[src/rtl/seg7_scan_driver_pkg.sv]
// Seven-segment code constants and segment bit positions shared by the scan driver.
// Codes are active-high (bit0=a .. bit6=g); pin polarity is applied in the top.
package seg7_scan_driver_pkg;

  localparam int SEG_BIT_A = 0;
  localparam int SEG_BIT_B = 1;
  localparam int SEG_BIT_C = 2;
  localparam int SEG_BIT_D = 3;
  localparam int SEG_BIT_E = 4;
  localparam int SEG_BIT_F = 5;
  localparam int SEG_BIT_G = 6;

  localparam logic [6:0] SEG_OFF = 7'h00;
  localparam logic [6:0] SEG_0   = 7'h3F;
  localparam logic [6:0] SEG_1   = 7'h06;
  localparam logic [6:0] SEG_2   = 7'h5B;
  localparam logic [6:0] SEG_3   = 7'h4F;
  localparam logic [6:0] SEG_4   = 7'h66;
  localparam logic [6:0] SEG_5   = 7'h6D;
  localparam logic [6:0] SEG_6   = 7'h7D;
  localparam logic [6:0] SEG_7   = 7'h07;
  // Every segment lit: built from the bit names so they stay in step with the codes.
  localparam logic [6:0] SEG_8   = 7'((1 << SEG_BIT_A) | (1 << SEG_BIT_B) | (1 << SEG_BIT_C) |
                                      (1 << SEG_BIT_D) | (1 << SEG_BIT_E) | (1 << SEG_BIT_F) |
                                      (1 << SEG_BIT_G));
  localparam logic [6:0] SEG_9   = 7'h6F;
  localparam logic [6:0] SEG_A   = 7'h77;
  localparam logic [6:0] SEG_B   = 7'h7C;
  localparam logic [6:0] SEG_C   = 7'h39;
  localparam logic [6:0] SEG_D   = 7'h5E;
  localparam logic [6:0] SEG_E   = 7'h79;
  localparam logic [6:0] SEG_F   = 7'h71;

  // Convert an active-high code into the level driven onto the pins.
  function automatic logic [6:0] seg_pin(input logic [6:0] code, input logic inv);
    return inv ? ~code : code;
  endfunction

endpackage

[src/rtl/seg7_scan_driver_decode.sv]
// Hex nibble to active-high seven-segment code (0-9, A, b, C, d, E, F).
// Purely combinational, no latency, no flow control.
module seg7_decode
  import seg7_scan_driver_pkg::*;
(
  input  logic [3:0] nibble,
  output logic [6:0] code
);

  always_comb begin
    code = SEG_OFF;
    case (nibble)
      4'h0: code = SEG_0;
      4'h1: code = SEG_1;
      4'h2: code = SEG_2;
      4'h3: code = SEG_3;
      4'h4: code = SEG_4;
      4'h5: code = SEG_5;
      4'h6: code = SEG_6;
      4'h7: code = SEG_7;
      4'h8: code = SEG_8;
      4'h9: code = SEG_9;
      4'hA: code = SEG_A;
      4'hB: code = SEG_B;
      4'hC: code = SEG_C;
      4'hD: code = SEG_D;
      4'hE: code = SEG_E;
      4'hF: code = SEG_F;
      default: code = SEG_OFF;
    endcase
  end

endmodule

[src/rtl/seg7_scan_driver.sv]
// Time-multiplexed 7-segment scan driver with frame-boundary commit, LZ blanking and dead time.
// Pins are registered one cycle after scan state; load is always accepted (no backpressure).
module seg7_scan_driver
  import seg7_scan_driver_pkg::*;
#(
  parameter int DIGITS   = 4,
  parameter int SCAN_DIV = 50000,
  parameter int DEAD_CYC = 16,
  parameter bit SEG_INV  = 1'b1,
  parameter bit AN_INV   = 1'b1
) (
  input  logic                  clk,
  input  logic                  rst_n,
  input  logic                  load,
  input  logic [4*DIGITS-1:0]   value,
  input  logic [DIGITS-1:0]     dp,
  input  logic [DIGITS-1:0]     blank,
  input  logic                  lz_en,
  output logic                  pending,
  output logic                  frame_start,
  output logic [6:0]            seg,
  output logic                  dp_o,
  output logic [DIGITS-1:0]     an
);

  localparam int CNT_W = (SCAN_DIV > 1) ? $clog2(SCAN_DIV) : 1;
  localparam int IDX_W = (DIGITS > 1) ? $clog2(DIGITS) : 1;
  localparam int VAL_W = 4 * DIGITS;

  localparam logic [CNT_W-1:0] CNT_LAST = CNT_W'(SCAN_DIV - 1);
  localparam logic [CNT_W-1:0] CNT_DEAD = CNT_W'(DEAD_CYC);
  localparam logic [IDX_W-1:0] IDX_LAST = IDX_W'(DIGITS - 1);

  logic [CNT_W-1:0]  div_cnt;
  logic [IDX_W-1:0]  idx;
  logic              terminal;
  logic              boundary;

  logic [VAL_W-1:0]  shadow_val;
  logic [DIGITS-1:0] shadow_dp;
  logic [DIGITS-1:0] shadow_blank;
  logic              shadow_lz;

  logic [VAL_W-1:0]  live_val;
  logic [DIGITS-1:0] live_dp;
  logic [DIGITS-1:0] live_blank;
  logic              live_lz;

  logic [DIGITS-1:0] lz_show;
  logic              lz_seen;
  logic [3:0]        slot_nib;
  logic              slot_show;
  logic              slot_dp;
  logic [6:0]        dec_code;
  logic [6:0]        seg_nxt;
  logic [DIGITS-1:0] an_nxt;

  always_comb begin
    terminal = (div_cnt == CNT_LAST);
    boundary = terminal && (idx == IDX_LAST);
  end

  always_ff @(posedge clk or negedge rst_n) begin
    if (!rst_n) begin
      div_cnt <= '0;
      idx     <= '0;
    end else if (terminal) begin
      div_cnt <= '0;
      idx     <= (idx == IDX_LAST) ? '0 : idx + IDX_W'(1);
    end else begin
      div_cnt <= div_cnt + CNT_W'(1);
    end
  end

  // Shadow always follows the latest load; repeated loads simply overwrite it.
  always_ff @(posedge clk or negedge rst_n) begin
    if (!rst_n) begin
      shadow_val   <= '0;
      shadow_dp    <= '0;
      shadow_blank <= '0;
      shadow_lz    <= 1'b0;
    end else if (load) begin
      shadow_val   <= value;
      shadow_dp    <= dp;
      shadow_blank <= blank;
      shadow_lz    <= lz_en;
    end
  end

  // Live only changes at the frame boundary so a frame never mixes old and new data.
  // A load landing on the boundary itself bypasses the shadow and never raises pending.
  always_ff @(posedge clk or negedge rst_n) begin
    if (!rst_n) begin
      live_val    <= '0;
      live_dp     <= '0;
      live_blank  <= '0;
      live_lz     <= 1'b1;
      pending     <= 1'b0;
      frame_start <= 1'b0;
    end else begin
      frame_start <= boundary;
      if (boundary) begin
        pending <= 1'b0;
        if (load) begin
          live_val   <= value;
          live_dp    <= dp;
          live_blank <= blank;
          live_lz    <= lz_en;
        end else if (pending) begin
          live_val   <= shadow_val;
          live_dp    <= shadow_dp;
          live_blank <= shadow_blank;
          live_lz    <= shadow_lz;
        end
      end else if (load) begin
        pending <= 1'b1;
      end
    end
  end

  // Scan from the top digit down; once a nonzero nibble is seen everything below is shown.
  always_comb begin
    lz_seen = 1'b0;
    lz_show = '0;
    for (int k = DIGITS - 1; k >= 0; k--) begin
      lz_seen    = lz_seen | (live_val[4*k +: 4] != 4'h0);
      lz_show[k] = lz_seen || (k == 0) || !live_lz;
    end
  end

  always_comb begin
    slot_nib  = 4'h0;
    slot_show = 1'b0;
    slot_dp   = 1'b0;
    an_nxt    = '0;
    for (int k = 0; k < DIGITS; k++) begin
      if (idx == IDX_W'(k)) begin
        slot_nib  = live_val[4*k +: 4];
        slot_show = lz_show[k] && !live_blank[k];
        slot_dp   = live_dp[k] && !live_blank[k];
        an_nxt[k] = (div_cnt >= CNT_DEAD);
      end
    end
  end

  seg7_decode u_decode (
    .nibble (slot_nib),
    .code   (dec_code)
  );

  always_comb seg_nxt = slot_show ? dec_code : SEG_OFF;

  // Polarity is folded in ahead of the flops so the pins come straight off registers.
  always_ff @(posedge clk or negedge rst_n) begin
    if (!rst_n) begin
      seg  <= seg_pin(SEG_OFF, SEG_INV);
      dp_o <= SEG_INV;
      an   <= {DIGITS{AN_INV}};
    end else begin
      seg  <= seg_pin(seg_nxt, SEG_INV);
      dp_o <= slot_dp ^ SEG_INV;
      an   <= an_nxt ^ {DIGITS{AN_INV}};
    end
  end

endmodule

[config.mk]
export PLATFORM = sky130hd
export DESIGN_NAME = seg7_scan_driver
export DESIGN_NICKNAME = d
export VERILOG_FILES = /design/src/rtl/seg7_scan_driver_pkg.sv /design/src/rtl/seg7_scan_driver_decode.sv /design/src/rtl/seg7_scan_driver.sv
export SDC_FILE = /design/constraint.sdc
export NUM_CORES = 1
export LEC_CHECK = 0
export CAP_MARGIN = 10
export CORE_ASPECT_RATIO = 1.25
export CORE_MARGIN = 10
export CORE_UTILIZATION = 50
export DETAILED_ROUTE_END_ITERATION = 7
export MAX_ROUTING_LAYER = met4
export PLACE_DENSITY_LB_ADDON = 0.25
export REMOVE_ABC_BUFFERS = 1
export SYNTH_ARGS = -nofsm -noshare
export SYNTH_HDL_FRONTEND = slang
export SYNTH_HIERARCHICAL = 1
export SYNTH_SLANG_ARGS = --single-unit
[constraint.sdc]
create_clock -name clk -period 3.5 [get_ports clk]
set_input_delay 0.875 -clock clk [delete_from_list [all_inputs] [get_ports clk]]
set_output_delay 0.875 -clock clk [all_outputs]
set_load 0.01 [all_outputs]
==> results of run 1 <==
## final cells by class
type / instances / area (um^2) / area share, %
Clock inverter: 2 / 60.1 / 1.34
Inverter: 11 / 41.3 / 0.925
Multi-Input combinational cell: 190 / 1570 / 35.2
Sequential cell: 82 / 2070 / 46.3
Tap cell: 92 / 115 / 2.58
Timing Repair Buffer: 46 / 445 / 9.97
Clock buffer: 14 / 163 / 3.64
## power groups by stage
stage	registers, mW	clock network (mW)	logic [mW]
finish	0.982	0.760	0.0944
global route	0.985	0.819	0.105
CTS	0.983	0.772	0.0981
global placement	0.999	0	0.0960
floorplan	0.998	0	0.0351
detailed placement	1.00	0	0.0982
## through the flow
step	std cells	hold WS, ns
4_1_cts	437	0.502
3_5_place_dp	421	0.484
6_report	437	0.496
2_1_floorplan	283	0.453
5_1_grt	437	0.520
3_3_place_gp	421	0.478
## state kept, by name, summed over array words and instances, names as in the netlist, 2 cells and up
name	count
div_cnt	16
live_val	16
shadow_val	16
seg	7
an	4
live_blank	4
live_dp	4
shadow_blank	4
shadow_dp	4
idx	2
## cells by family (layout without fill, tap and decap cells)
logic type                 count (synthesis)  count (layout)
DFF                                       82              82
xor gates and xnor gates                  12              12
buffers and inverters                     23              73
muxes                                     58              58
and+or+nand+nor                           79              79
AOI/OAI and AO/OA                         28              28
adders and majority gates                 13              13
## per-layer routing
metal / global-route usage, % / share of wire, % / up-vias
li1: - / - / 1127
met1: 14.9 / 44 / 1153
met2: 23.1 / 52 / 35
met3: 2.47 / 2.6 / 12
met4: 5.24 / 1.7 / 0
met5: - / 0 / -
## worst paths after layout
| path | from | endpoint | depth (start not counted) |
|---|---|---|---|
| hold reg to reg | shadow_val[0] | shadow_val[0] | 1 |
| setup / recovery | idx[1] | seg[3] | 9 |
| max in group asynchronous | rst_n | live_val[4] | 1 |
| min in group asynchronous | rst_n | shadow_dp[3] | 1 |
| hold / removal | shadow_val[0] | shadow_val[0] | 1 |
| setup reg to reg | idx[1] | seg[3] | 9 |
## cell usage in the layout (no fill, tap or decap), drive strengths merged, types with 3 or more instances in the layout
master / synthesis / routed
nand2b: 3 / 3
mux2: 54 / 54
nor3: 5 / 5
a221oi: 4 / 4
mux2i: 3 / 3
nor2b: 9 / 9
nand3: 14 / 14
nor2: 10 / 10
ha: 13 / 13
inv: 11 / 11
clkbuf: 4 / 14
and2: 3 / 3
nand2: 15 / 15
nor4: 5 / 5
dfrtp: 69 / 69
dfstp: 13 / 13
xnor2: 7 / 7
clkdlybuf4s50: 0 / 40
a21oi: 6 / 6
o31ai: 5 / 5
xor2: 5 / 5
o21ai: 5 / 5
buf: 8 / 6
==> impl_metrics.py, run 1 <==
metrics = {
    "run_status": {
        "status": "finished, final reports clean",
    },
    "global_routing": {
        "grt.total_usage_pct": 13.3,
        "grt_max_degree": 83,
        "grt-ovfl-total": 0,
        "grt_pass1_vias": 2473,
        "grt_first_pass_wirelength_um": 12100,
        "antenna_found_initial": 0,
    },
    "power_and_ir_drop": {
        "p_seq_share_pct": 53.5,
        "p_leak_nw": 1.95,
        "swShare_pct": 19.9,
        "p_comb_share_pct": 5.1,
        "totalPowerFinal_mw": 1.84,
        "p_clk_share_pct": 41.4,
        "p_sw_mw": 0.366,
        "peakVddDrop_v": 0.000233,
        "p_int_mw": 1.47,
        "power.density_nw_per_um2": 411,
    },
    "critical_path": {
        "ff2ff_setup_slack_ns": 0.70,
        "cp_num_buf_inv": 2,
        "crit_slowest_cell": "o31ai_1",
        "crit_family": "compound AO/OA/AOI/OAI gates",
        "crit_type": "reg -> reg",
        "path_max_fanout": 8,
        "start_kind": "flip-flop",
        "required_ns": 3.78,
        "crit_chain": "inv_1 > ha_1 > nor2b_1 > a221oi_1 > o31ai_1 > inv_1 > ha_1 > mux4_1 > nand3_1",
        "setup.worst_path.end_class": "flip-flop",
        "cp_data_arrival_time_ns": 3.08,
        "crit_path_max_incr_delay_ns": 0.52,
    },
    "logic_synthesis": {
        "synth_compound_area_share_pct": 5.14,
        "synth_common_cells": "dfrtp_1 (69), mux2_2 (53), nand2_1 (15)",
        "syn_inst": 295,
        "ys_seq_area_share_pct": 55.1,
        "synth.top_cells.by_area": "dfrtp_1 (46%), mux2_2 (16%), dfstp_2 (9.1%)",
        "yosys_most_used_dff": "dfrtp_1",
        "synth_top_area_share_pct": 46.0,
        "synth_most_common_cell": "dfrtp_1",
        "synth-xor-area-share_pct": 2.80,
        "synthSimpleGateAreaFrac_pct": 11.8,
        "ys_ff_latch": 82,
        "avgSynthCellArea_um2": 12.7,
        "synth-edff-count": 0,
        "synth_largest_area_cell": "dfrtp_1",
        "synth_area_um2": 3750,
        "async_flop_share_pct": 100,
        "yosys_warnings": 6,
        "synth.distinct_cells": 47,
        "synthAdderAreaFrac_pct": 4.33,
        "muxShareOfSynthArea_pct": 17.8,
        "synth_top_family_by_area": "multiplexers",
    },
    "placement": {
        "gp_congestion": 0.864,
        "dpl-instance-area_um2": 4240,
        "dp_hpwl_um": 5040,
        "post-place-ws_ns": 0.717,
        "portBuffers": 41,
    },
    "final_layout": {
        "final_area_um2": 4470,
        "syn2layout_area_growth_pct": 19.0,
        "nets": 381,
        "drive_gt1_share_pct": 26.4,
        "diodes": 0,
        "fillCellCount": 615,
        "final_util_pct": 60.7,
    },
    "drt": {
        "via_per_inst": 5.32,
        "dr_total_vias": 2327,
        "first_pass_iters": 4,
        "detail-route-antenna-nets": 0,
        "routed_wirelength_um": 7160,
        "wl_per_cell_um": 16.4,
        "drc": 0,
        "drtIter0Drc": 74,
    },
    "sta": {
        "setup_viol": 0,
        "slew_violations": 0,
        "tightest_slew_ns": 0.991,
        "fin_skew_ns": 0.0108,
        "slew_headroom_pct": 33.9,
        "rsz0062_at_grt": "false",
        "fmax_mhz": 358,
        "tns_ns": 0,
        "fin_crit_ns": 2.80,
        "min_period_over_period_pct": 79.9,
        "setup_ws_ns": 0.704,
        "hold_violations": 0,
    },
    "die": {
        "rows": 35,
        "dieHeight_um": 117,
        "io_pins": 42,
        "initial_core_util_pct": 51.0,
        "coreArea_um2": 7360,
        "die_area_um2": 11400,
        "die_w_um": 97.5,
    },
    "clock_network": {
        "postCtsHoldBufs": 0,
        "clkLatencyLatePin_ns": 0.35,
        "tritoncts": "done",
        "cts.sinks": 82,
        "cts_resized": 0,
        "cts-htree-levels": 3,
        "cts-root-buf": "clkbuf_8",
        "clk_pin_slew_worst_paths_ns": 0.08,
        "clockBufferDepth": 2,
        "post_cts_buffers": 0,
        "cts_made_buffers": 9,
    },
    "hold_path": {
        "hold_class": "reg -> reg",
    },
    "run": {
        "cap_viol_max_count": 0,
    },
}
No activity file was read; power rests on OpenSTA's default activity.
==> run 2: changes to the inputs <==
==> constraint.sdc (replaced) <==
create_clock -name clk -period 2.6 [get_ports clk]
set_input_delay 0.65 -clock clk [delete_from_list [all_inputs] [get_ports clk]]
set_output_delay 0.65 -clock clk [all_outputs]
set_load 0.01 [all_outputs]
==> impl_metrics.py, run 2 (synthesis results as in run 1) <==
metrics = {
    "clock_network": {
        "clk_pin_slew_worst_paths_ns": 0.08,
        "tritoncts": "done",
        "cts-htree-levels": 3,
        "cts-root-buf": "clkbuf_8",
        "clkLatencyLatePin_ns": 0.35,
        "clockBufferDepth": 2,
        "postCtsHoldBufs": 0,
        "cts.sinks": 82,
        "cts_made_buffers": 9,
    },
    "final_layout": {
        "multi_input_area_um2": 1610,
        "stdcell_count": 447,
        "syn2layout_area_growth_pct": 23.0,
        "regArea_um2": 2070,
        "final_area_um2": 4610,
        "diodes": 0,
        "drive_gt1_share_pct": 31.0,
        "layout_commonest_cell": "dfrtp_1",
        "final_util_pct": 62.7,
        "reg_top3": "div_cnt: 16 flops, live_val: 16 flops, shadow_val: 16 flops",
        "nets": 391,
        "fillCellCount": 567,
        "final_cell_mix": "dfrtp_1 (69), mux2_2 (53), clkdlybuf4s50_1 (40)",
    },
    "critical_path": {
        "required_ns": 2.89,
        "start_kind": "flip-flop",
        "path_depth": 10,
        "crit_chain": "inv_1 > ha_4 > nor2b_4 > buf_4 > a221oi_1 > o31ai_1 > inv_1 > ha_1 > mux4_1 > nand3_1",
        "path_max_fanout": 4,
        "crit_family": "multiplexers",
        "crit_path_max_incr_delay_ns": 0.50,
        "setup.worst_path.end_class": "flip-flop",
        "cp_data_arrival_time_ns": 2.77,
        "ff2ff_path_depth": 10,
        "crit_type": "reg -> reg",
        "cp_num_buf_inv": 3,
        "crit_top_cell": "inv_1",
        "crit_slowest_cell": "mux4_1",
    },
    "sta": {
        "fmax_mhz": 404,
        "tightest_slew_ns": 0.545,
        "slew_violations": 0,
        "setup_viol": 0,
        "tns_ns": 0,
        "fin_skew_ns": 0.00932,
        "setup_ws_ns": 0.123,
        "slew_headroom_pct": 63.5,
        "hold_violations": 0,
        "min_period_over_period_pct": 95.3,
        "fin_crit_ns": 2.48,
    },
    "power_and_ir_drop": {
        "p_leak_nw": 2.02,
        "power.density_nw_per_um2": 535,
        "peakVddDrop_v": 0.000294,
    },
    "global_routing": {
        "antenna_found_initial": 0,
        "grt_max_degree": 47,
        "grt.total_usage_pct": 14.2,
        "grt_pass1_vias": 2662,
        "grt_first_pass_wirelength_um": 12900,
        "grt-ovfl-total": 0,
    },
    "run_status": {
        "status": "finished, final reports clean",
    },
    "drt": {
        "dr_total_vias": 2434,
        "drc": 0,
        "drtIter0Drc": 103,
        "routed_wirelength_um": 7470,
        "detail-route-antenna-nets": 0,
        "via_per_inst": 5.45,
        "wl_per_cell_um": 16.7,
        "first_pass_iters": 4,
    },
    "placement": {
        "portBuffers": 41,
        "post-place-ws_ns": 0.0357,
        "dp_hpwl_um": 5240,
        "gp_congestion": 0.901,
        "dpl-instance-area_um2": 4330,
        "dp_cells": 428,
    },
    "hold_path": {
        "hold_class": "in -> async",
    },
    "die": {
        "coreArea_um2": 7360,
        "die_area_um2": 11400,
        "initial_core_util_pct": 51.0,
        "die_w_um": 97.5,
        "rows": 35,
        "io_pins": 42,
        "dieHeight_um": 117,
    },
    "run": {
        "cap_viol_max_count": 0,
    },
}
-- run 2: changes by cell type in the layout (fill, tap and decap cells not counted), sizes merged --
cell      before  now
clkinvlp       0    2
buf            6   16
clkbuf        14   12
-- run 2: metrics by stage --
step           hold slack (ns)  power [mW]
4_1_cts                  0.254        2.49
3_3_place_gp             0.478        1.48
6_report                 0.245        2.47
2_1_floorplan            0.354        1.39
5_1_grt                  0.274        2.57
3_5_place_dp             0.481        1.49
-- run 2: cell type report --
type,instances,share of cell area [%]
Sequential cell,82,44.8
Multi-Input combinational cell,190,34.9
Timing Repair Buffer,56,12.1
Clock buffer,12,3.15
Tap cell,92,2.49
Clock inverter,4,1.63
Inverter,11,0.895
-- run 2: worst paths after layout --
| kind | startpoint | endpoint | slack [ns] |
|---|---|---|---|
| setup / recovery | idx[1] | seg[3] | 0.12 |
| hold reg to reg | div_cnt[15] | div_cnt[15] | 0.49 |
| hold / removal | rst_n | shadow_dp[3] | 0.24 |
| max in group asynchronous | rst_n | an[2] | 1.69 |
| setup reg to reg | idx[1] | seg[3] | 0.12 |
| min in group clk | div_cnt[15] | div_cnt[15] | 0.49 |
-- run 2: metal layers --
metal	global-route usage, %	vias to the layer above	share of wire, %
met5	-	-	0
met4	7.77	0	2.7
met3	2.41	18	2.6
met2	24.6	36	53
met1	15.3	1225	41
li1	-	1155	-
-- run 2: repair_timing --
item | CTS | global route
setup buffers | 0 | 3
resized for setup | 1 | 9
setup endpoints to repair | 1 | 6
pin swaps | 0 | 1
cloned | 0 | 0
-- run 2: power by group --
| part | switching, mW | total (mW) | internal [mW] |
|---|---|---|---|
| sequential | 0.00906 | 1.32 | 1.31 |
| clock | 0.445 | 1.01 | 0.568 |
| combinational | 0.0572 | 0.133 | 0.0762 |
==> run 3: changes to the inputs <==
--- a/config.mk
+++ b/config.mk
@@ -7,9 +7,10 @@
 export LEC_CHECK = 0
 export CAP_MARGIN = 10
 export CORE_ASPECT_RATIO = 1.25
-export CORE_MARGIN = 10
+export CORE_MARGIN = 2
 export CORE_UTILIZATION = 50
 export DETAILED_ROUTE_END_ITERATION = 7
+export GPL_ROUTABILITY_DRIVEN = 0
 export MAX_ROUTING_LAYER = met4
 export PLACE_DENSITY_LB_ADDON = 0.25
 export REMOVE_ABC_BUFFERS = 1
==> impl_metrics.py, run 3 (synthesis results as in run 1) <==
metrics = {
    "clock_network": {
        "tritoncts": "done",
        "clkLatencyLatePin_ns": 0.36,
        "clockBufferDepth": 2,
        "cts-htree-levels": 3,
        "cts-root-buf": "clkbuf_8",
        "clk_pin_slew_worst_paths_ns": 0.08,
        "cts_made_buffers": 9,
        "cts.sinks": 82,
    },
    "critical_path": {
        "crit_type": "reg -> reg",
        "cp_num_buf_inv": 2,
        "ff2ff_setup_slack_ns": 0.18,
        "required_ns": 2.89,
        "r2r-end": "seg[3]",
        "path_max_fanout": 4,
        "crit_chain": "inv_2 > ha_1 > nor2b_4 > a221oi_1 > o31ai_2 > inv_1 > ha_1 > mux4_1 > nand3_1",
        "ff2ff_path_depth": 9,
        "r2r-start": "idx[0]",
        "crit_family": "adder cells",
        "crit_top_cell": "ha_1",
        "crit_slowest_cell": "mux4_1",
        "cp_data_arrival_time_ns": 2.70,
        "setup.worst_path.end_class": "flip-flop",
        "start_kind": "flip-flop",
        "crit_path_max_incr_delay_ns": 0.49,
    },
    "placement": {
        "dpl-instance-area_um2": 4330,
        "portBuffers": 41,
        "dp_cells": 429,
        "dp_hpwl_um": 5020,
        "post-place-ws_ns": 0.0474,
    },
    "drt": {
        "detail-route-antenna-nets": 0,
        "routed.top_layer": "met4",
        "routed_wirelength_um": 7010,
        "first_pass_iters": 4,
        "drtIter0Drc": 86,
        "met1Wirelength_um": 2900,
        "dr_total_vias": 2402,
        "via_per_inst": 5.37,
        "drc": 0,
        "wl_per_cell_um": 15.7,
        "wl_met3_um": 199,
        "routed-wl-met2_um": 3790,
    },
    "sta": {
        "slew_headroom_pct": 61.7,
        "fin_skew_ns": 0.0124,
        "min_period_over_period_pct": 93.0,
        "setup_viol": 0,
        "hold_violations": 0,
        "slew_violations": 0,
        "setup_ws_ns": 0.183,
        "fin_crit_ns": 2.42,
        "tightest_slew_ns": 0.573,
        "fmax_mhz": 414,
    },
    "die": {
        "dieHeight_um": 101,
        "io_pins": 42,
        "initial_core_util_pct": 51.3,
        "coreArea_um2": 7310,
        "die_w_um": 81.5,
        "die_area_um2": 8220,
        "rows": 35,
    },
    "power_and_ir_drop": {
        "peakVddDrop_v": 0.000417,
        "totalPowerFinal_mw": 2.46,
        "power.density_nw_per_um2": 537,
        "p_leak_nw": 2.02,
    },
    "final_layout": {
        "final_area_um2": 4570,
        "drive_gt1_share_pct": 29.9,
        "reg_top3": "div_cnt: 16 flops, live_val: 16 flops, shadow_val: 16 flops",
        "fillCellCount": 594,
        "stdcell_count": 447,
        "final_cell_mix": "dfrtp_1 (69), mux2_2 (53), clkdlybuf4s50_1 (40)",
        "nets": 391,
        "syn2layout_area_growth_pct": 21.9,
        "layout_commonest_cell": "dfrtp_1",
        "diodes": 0,
    },
    "global_routing": {
        "grt_max_degree": 44,
        "grt.total_usage_pct": 19.7,
        "antenna_found_initial": 0,
        "grt_pass1_vias": 2487,
        "grt_first_pass_wirelength_um": 11700,
        "grt-ovfl-total": 0,
    },
    "run": {
        "cap_viol_max_count": 0,
    },
    "run_status": {
        "status": "finished, final reports clean",
    },
    "hold_path": {
        "hold_class": "in -> async",
    },
}
## run 3: area by class of cell
class                           count  area (um^2)  share of cell area [%]
Sequential cell                    82         2070                    45.2
Multi-Input combinational cell    190         1590                    34.8
Timing Repair Buffer               56          546                    11.9
Clock buffer                       13          149                    3.25
Tap cell                           92          115                    2.52
Clock inverter                      3         65.1                    1.42
Inverter                           11         41.3                   0.903
## run 3: worst max-delay path by stage
stage	endpoint	depth (start not counted)	slack, ns	start
after global placement	seg[3]	9	0.20	idx[0]
after floorplan	seg[3]	7	-0.23	idx[1]
final	seg[3]	9	0.18	idx[0]
after CTS	seg[3]	9	0.03	idx[1]
after global routing	seg[3]	9	-0.03	idx[0]
after detailed placement	seg[3]	9	0.05	idx[0]
## run 3: layer usage
metal / global-route usage [%] / vias up
met4: 7.95 / 0
met2: 33.2 / 40
li1: - / 1157
met3: 4.57 / 11
met5: - / -
met1: 22.3 / 1194
## run 3: stage by stage
step                utilization, %  setup TNS [ns]  hold slack, ns
floorplan                        -          -0.504           0.354
global placement              59.2               0           0.478
detailed placement            59.2               0           0.487
CTS                           62.1               0           0.290
global route                  62.5         -0.0329           0.302
finish                        62.5               0           0.281
## run 3: where the power goes
group / switching (mW) / internal [mW] / leakage, nW
Sequential: 0.00865 / 1.31 / 1.02
Clock: 0.434 / 0.567 / 0.108
Combinational: 0.0571 / 0.0752 / 0.886
Total: 0.500 / 1.96 / 2.02
## run 3: worst register-to-register path, stage by stage, from the launching register on
cell and delay [ns]:
dfrtp_1 0.43, inv_2 0.09, ha_1 0.18, nor2b_4 0.16, a221oi_1 0.09, o31ai_2 0.38, inv_1 0.13, ha_1 0.34
mux4_1 0.49, nand3_1 0.08
## run 3: timing repair
action | 4_1_cts | 5_1_grt
endpoints found under the setup margin | 0 | 6
resized for setup | 0 | 6
hold buffers | 0 | 0
setup buffers | 0 | 2
